### config.mk
export PLATFORM = sky130hd
export DESIGN_NAME = roll_controller
export DESIGN_NICKNAME = d
export VERILOG_FILES = /design/src/rtl/roll_controller.sv
export SDC_FILE = /design/constraint.sdc
export NUM_CORES = 1
export LEC_CHECK = 0
export ABC_AREA = 1
export BUFFER_PORTS_ARGS = -buffer_cell sky130_fd_sc_hd__buf_2
export CORE_UTILIZATION = 46
export DETAILED_ROUTE_END_ITERATION = 16
export PLACE_DENSITY = 0.68
export SYNTH_ARGS = -nofsm -noshare
export SYNTH_HDL_FRONTEND = slang
export SYNTH_SLANG_ARGS = --single-unit
### constraint.sdc
create_clock -name clk -period 2.3 [get_ports clk]
set_clock_uncertainty 0.15 [all_clocks]
set_input_delay 0.46 -clock clk [delete_from_list [all_inputs] [get_ports clk]]
set_output_delay 0.46 -clock clk [all_outputs]
set_load 0.01 [all_outputs]
### src/rtl/roll_controller.sv
// rtl/roll_controller.sv - dice roll sequencer: button sync, LFSR, timed animation, scoring
module roll_controller #(
  parameter int ANIM_DIV   = 2500000,
  parameter int ROLL_STEPS = 12,
  parameter int TARGET     = 30,
  parameter int SCORE_W    = 6
) (
  input  logic               clk,
  input  logic               reset,
  input  logic [1:0]         state,
  input  logic               roll_btn,
  output logic               die_rolled_n,
  output logic [2:0]         die_val,
  output logic [SCORE_W-1:0] p1_score,
  output logic [SCORE_W-1:0] p2_score,
  output logic               has_won,
  output logic [1:0]         winner,
  output logic               busy,
  output logic [15:0]        rand_q
);

  localparam int DIV_W  = $clog2(ANIM_DIV + 1);
  localparam int STEP_W = $clog2(ROLL_STEPS + 1);

  typedef enum logic [2:0] {IDLE, ROLLING, LATCH, ADD, DONE} fsm_t;

  fsm_t              fsm;
  logic              btn_meta;
  logic              btn_sync;
  logic              armed;
  logic              player_p1;
  logic [DIV_W-1:0]  div_cnt;
  logic [STEP_W-1:0] step_cnt;
  logic              press;
  logic              lfsr_fb;
  logic [SCORE_W-1:0] cur_score;
  logic [SCORE_W-1:0] new_score;
  logic [SCORE_W:0]   sum;

  assign press   = ~btn_sync & armed;
  assign lfsr_fb = rand_q[15] ^ rand_q[13] ^ rand_q[12] ^ rand_q[10];
  assign busy    = (fsm != IDLE);

  // Saturating add for whichever player was captured at press time
  always_comb begin
    cur_score = player_p1 ? p1_score : p2_score;
    sum       = {1'b0, cur_score} + (SCORE_W+1)'(die_val);
    new_score = sum[SCORE_W] ? {SCORE_W{1'b1}} : sum[SCORE_W-1:0];
  end

  always_ff @(posedge clk) begin
    if (reset) begin
      btn_meta     <= 1'b1;
      btn_sync     <= 1'b1;
      armed        <= 1'b1;
      rand_q       <= 16'hACE1;
      fsm          <= IDLE;
      player_p1    <= 1'b0;
      div_cnt      <= '0;
      step_cnt     <= '0;
      die_rolled_n <= 1'b1;
      die_val      <= 3'd1;
      p1_score     <= '0;
      p2_score     <= '0;
      has_won      <= 1'b0;
      winner       <= 2'b00;
    end else begin
      btn_meta     <= roll_btn;
      btn_sync     <= btn_meta;
      rand_q       <= {rand_q[14:0], lfsr_fb};
      // A press disarms until the button is seen released again
      armed        <= btn_sync;
      die_rolled_n <= 1'b1;
      if (state == 2'b00) begin
        fsm      <= IDLE;
        p1_score <= '0;
        p2_score <= '0;
        has_won  <= 1'b0;
        winner   <= 2'b00;
        die_val  <= 3'd1;
      end else begin
        case (fsm)
          IDLE: begin
            if (press && (state == 2'b01 || state == 2'b10)) begin
              player_p1 <= state[0];
              div_cnt   <= '0;
              step_cnt  <= '0;
              die_val   <= 3'd1;
              fsm       <= ROLLING;
            end
          end
          ROLLING: begin
            if (div_cnt == DIV_W'(ANIM_DIV - 1)) begin
              div_cnt  <= '0;
              step_cnt <= step_cnt + 1'b1;
              if (step_cnt == STEP_W'(ROLL_STEPS - 1)) begin
                fsm <= LATCH;
              end else begin
                die_val <= (die_val == 3'd6) ? 3'd1 : die_val + 3'd1;
              end
            end else begin
              div_cnt <= div_cnt + 1'b1;
            end
          end
          LATCH: begin
            die_val <= 3'(rand_q[7:0] % 8'd6) + 3'd1;
            fsm     <= ADD;
          end
          ADD: begin
            if (player_p1) p1_score <= new_score;
            else           p2_score <= new_score;
            if (32'(new_score) >= 32'(TARGET)) begin
              has_won <= 1'b1;
              winner  <= player_p1 ? 2'b01 : 2'b10;
            end
            die_rolled_n <= 1'b0;
            fsm          <= DONE;
          end
          DONE:    fsm <= IDLE;
          default: fsm <= IDLE;
        endcase
      end
    end
  end

endmodule

==> flow_metrics.env <==
export IMPL_run_status="complete, but fails checks"
export IMPL_violations="negative setup slack"
export IMPL_antenna_cells=0
export IMPL_cp_endpoint="winner[1]"
export IMPL_numCtsBuffers=9
export IMPL_max_clock_path_buffers=2
export IMPL_synth_cell_types=40
export IMPL_start_kind="flip-flop"
export IMPL_arrival_ns=2.47
export IMPL_worstPathCellList="o21ai_2 > ha_2 > inv_2 > fa_2 > nor2_4 > nor2_2 > nor2_1 > o21ai_1 > o21a_4 > o31ai_4 > nand2_1 > a21oi_1"
export IMPL_max_slew_margin_pct=70.0
export IMPL_clk_pin_slew_ns=0.07
export IMPL_hold_viol=0
export IMPL_cap_violations=0
export IMPL_end_kind="flip-flop"
export IMPL_critPathLaunch="player_p1"
export IMPL_drive_gt1_share_pct=29.1
export IMPL_portBuffers=40
export IMPL_r2r_slack_ns=-0.07
export IMPL_worstSetupPathType="reg2reg"
export IMPL_ys_ff_latch=68
export IMPL_grt_pass1_wl_um=12400
export IMPL_start_util_pct=48.1
export IMPL_crit_fanout=5
export IMPL_grtUsageTotal_pct=20.9
export IMPL_nNetsFinal=559
export IMPL_drc=0
export IMPL_setup_viol=3
export IMPL_avgSynthCellArea_um2=7.15
export IMPL_drt_iter0_drc=88
export IMPL_vias_per_cell=4.85
export IMPL_clock_fmax_ghz=0.422
export IMPL_r2r_cells=12
export IMPL_yosys_area_top_type_share_pct=41.4
export IMPL_dr_pass1_iters=4
export IMPL_layout_cells_non_filler=646
export IMPL_synth_nets=473
export IMPL_hold_class="in2reg"
export IMPL_placementRows=30
export IMPL_dp_hpwl_um=5350
export IMPL_cp_required_ns=2.40
export IMPL_worst_slew_pin_transition_ns=0.446
export IMPL_antenna_found_initial=0
export IMPL_layout_setup_ws_ns=-0.0680
export IMPL_die_width_um=86.5
export IMPL_p_leak_nw=1.96
export IMPL_ctsRootBufferMaster="clkbuf_8"
export IMPL_vias=3131
export IMPL_die_h_um=86.5
export IMPL_cp_slowest_cell="dfxtp_4"
export IMPL_ys_flop_type="dfxtp_1"
export IMPL_wl_per_cell_um=11.5
export IMPL_synth_top_cells_by_area="dfxtp_1 41%, inv_1 9.5%, nand2_1 9.1%"
export IMPL_layout_min_cycle_time_ns=2.37
export IMPL_yosysWarnings=0
export IMPL_clk_latency_ns=0.34
export IMPL_rsz0062_at_grt="true"
export IMPL_core_um2=6830
export IMPL_async_reset_ff_share_pct=0
export IMPL_gp_congestion=0.961
export IMPL_drt_wl_total_um=7460
export IMPL_reg2reg_from="player_p1"
export IMPL_grt_overflow=0
export IMPL_yosysSeqAreaShare_pct=41.4
export IMPL_netlist_instances=460
export IMPL_synth_edf_count=0
export IMPL_grt_start_max_net_pins=21
export IMPL_r2r_end="winner[1]"
export IMPL_irDropWorstVdd_v=0.000451
export IMPL_cts_tree="built"
export IMPL_design_area_um2=4230
export IMPL_cts_sinks=68
export IMPL_post_route_period_util_pct=103
export IMPL_die_area_um2=7490
export IMPL_io_pins=41
export IMPL_setup_tns_ns=-0.122
export IMPL_grt_pass1_vias=2804
export IMPL_post_route_util_pct=61.9
export IMPL_pwr_density_cell_nw_per_um2=574
export IMPL_max_stage_delay_ns=0.37
export IMPL_place_area_um2=3880
export IMPL_drt_antenna_violating_nets=0
export IMPL_synth_area_um2=3290
export IMPL_fillerInstances=621
export IMPL_synth_area_leader_cell="dfxtp_1"
export IMPL_htree_levels=3
export IMPL_areaGrowthSynthToFinish_pct=28.6
export IMPL_dp_cells=625
export IMPL_drv_slew=0
sequential cells by signal, indices dropped and copies added, names as in the netlist:
name / flops
p1_score: 6
fsm: 3
armed: 1
step_cnt: 4
btn_sync: 1
rand_q: 16
player_p1: 1
die_rolled_n: 1
die_val: 3
has_won: 1
div_cnt: 22
btn_meta: 1
p2_score: 6
winner: 2
worst max-delay path, delay by kind of cell, from the launching register on:
| family | cells | cell delay (ns) |
|---|---|---|
| buf+inv | 1 | 0.04 |
| simple gates | 4 | 0.37 |
| compound gates | 5 | 0.82 |
| flops | 1 | 0.37 |
| fa+ha+maj | 2 | 0.55 |
stage by stage:
step	power (mW)	hold slack (ns)	worst slack [ns]
after global routing	2.53	0.157	-0.235
after floorplan	1.40	0.239	-0.0354
after detailed placement	1.48	0.249	-0.189
after global placement	1.48	0.244	-0.129
after CTS	2.42	0.150	-0.100
final	2.43	0.164	-0.0680
report_power, final:
part | internal, mW | leakage [nW] | switching (mW) | total, mW
logic | 0.113 | 1.31 | 0.154 | 0.267
clock network | 0.503 | 0.0986 | 0.430 | 0.933
registers | 1.20 | 0.554 | 0.0232 | 1.23
repair_timing:
| item | in CTS | in global routing |
|---|---|---|
| resized for setup | 7 | 38 |
| setup endpoints to repair | 4 | 17 |
| hold buffers | 0 | 0 |
| pin swaps | 2 | 12 |
| setup buffers | 2 | 4 |
| cloned | 0 | 0 |
cells by family after synthesis:
| group | share of synthesized area [%] |
|---|---|
| xor+xnor | 3.20 |
| flops | 41.4 |
| simple gates | 27.8 |
| buf+inv | 10.8 |
| fa+ha+maj | 3.27 |
| compound gates | 13.6 |
metal layers:
| metal | vias to the layer above | part of all wire, % | global-route usage (%) |
|---|---|---|---|
| met4 | 0 | 1.5 | 9.09 |
| li1 | 1634 | - | - |
| met5 | - | 0 | 0 |
| met2 | 67 | 46 | 34.8 |
| met3 | 9 | 4.0 | 3.52 |
| met1 | 1421 | 48 | 26.6 |
cells in the mapped netlist (4+ instances only):
| cell type | instances |
|---|---|
| dfxtp_1 | 68 |
| nand2_1 | 80 |
| or2_2 | 9 |
| nand3_1 | 24 |
| o211ai_1 | 5 |
| inv_1 | 83 |
| a21oi_1 | 28 |
| clkbuf_1 | 4 |
| nor2_1 | 51 |
| xor2_1 | 10 |
| nor3b_1 | 4 |
| nor3_1 | 12 |
| o21ai_0 | 30 |
| nor2_2 | 6 |
| nand4_1 | 7 |
| ha_1 | 7 |
area by class of cell:
class | count | area, um2 | area share, %
clock inverters | 1 | 5.00 | 0.118
well taps | 96 | 120 | 2.84
multi-input cells | 299 | 1690 | 40.0
repair buffers | 82 | 532 | 12.6
clock buffers | 14 | 183 | 4.32
flip-flops and latches | 68 | 1370 | 32.5
inverters | 86 | 323 | 7.64
worst min path at each step:
| stage | start | endpoint | cells past startpoint |
|---|---|---|---|
| 4_1_cts | roll_btn | btn_meta | 2 |
| 3_3_place_gp | btn_meta | btn_sync | 1 |
| 5_1_grt | roll_btn | btn_meta | 2 |
| 6_report | roll_btn | btn_meta | 2 |
| 3_5_place_dp | btn_meta | btn_sync | 1 |
| 2_1_floorplan | btn_meta | btn_sync | 1 |
cells in the final DEF (no fill, tap or decap), types with 3 or more instances in the layout:
master    netlist  layout
nand2_1        80      70
nand3_1        24      22
a21oi_1        28      25
nor2_2          6       8
nor2_1         51      48
nor3b_1         4       4
a21oi_2         0       3
nand4_1         7       7
o211ai_1        5       5
nand2_2         2      11
buf_2           2      40
nor3_1         12      12
inv_2           1       9
nor2_4          2       3
o21ai_1         0       3
inv_1          83      75
clkbuf_8        0      13
dfxtp_2         0       3
dfxtp_1        68      63
buf_4           1      40
o21ai_2         0       5
xor2_1         10      10
o21ai_0        30      22
or2_2           9       9
ha_1            7       5
Power figures use the tool's default switching activity.
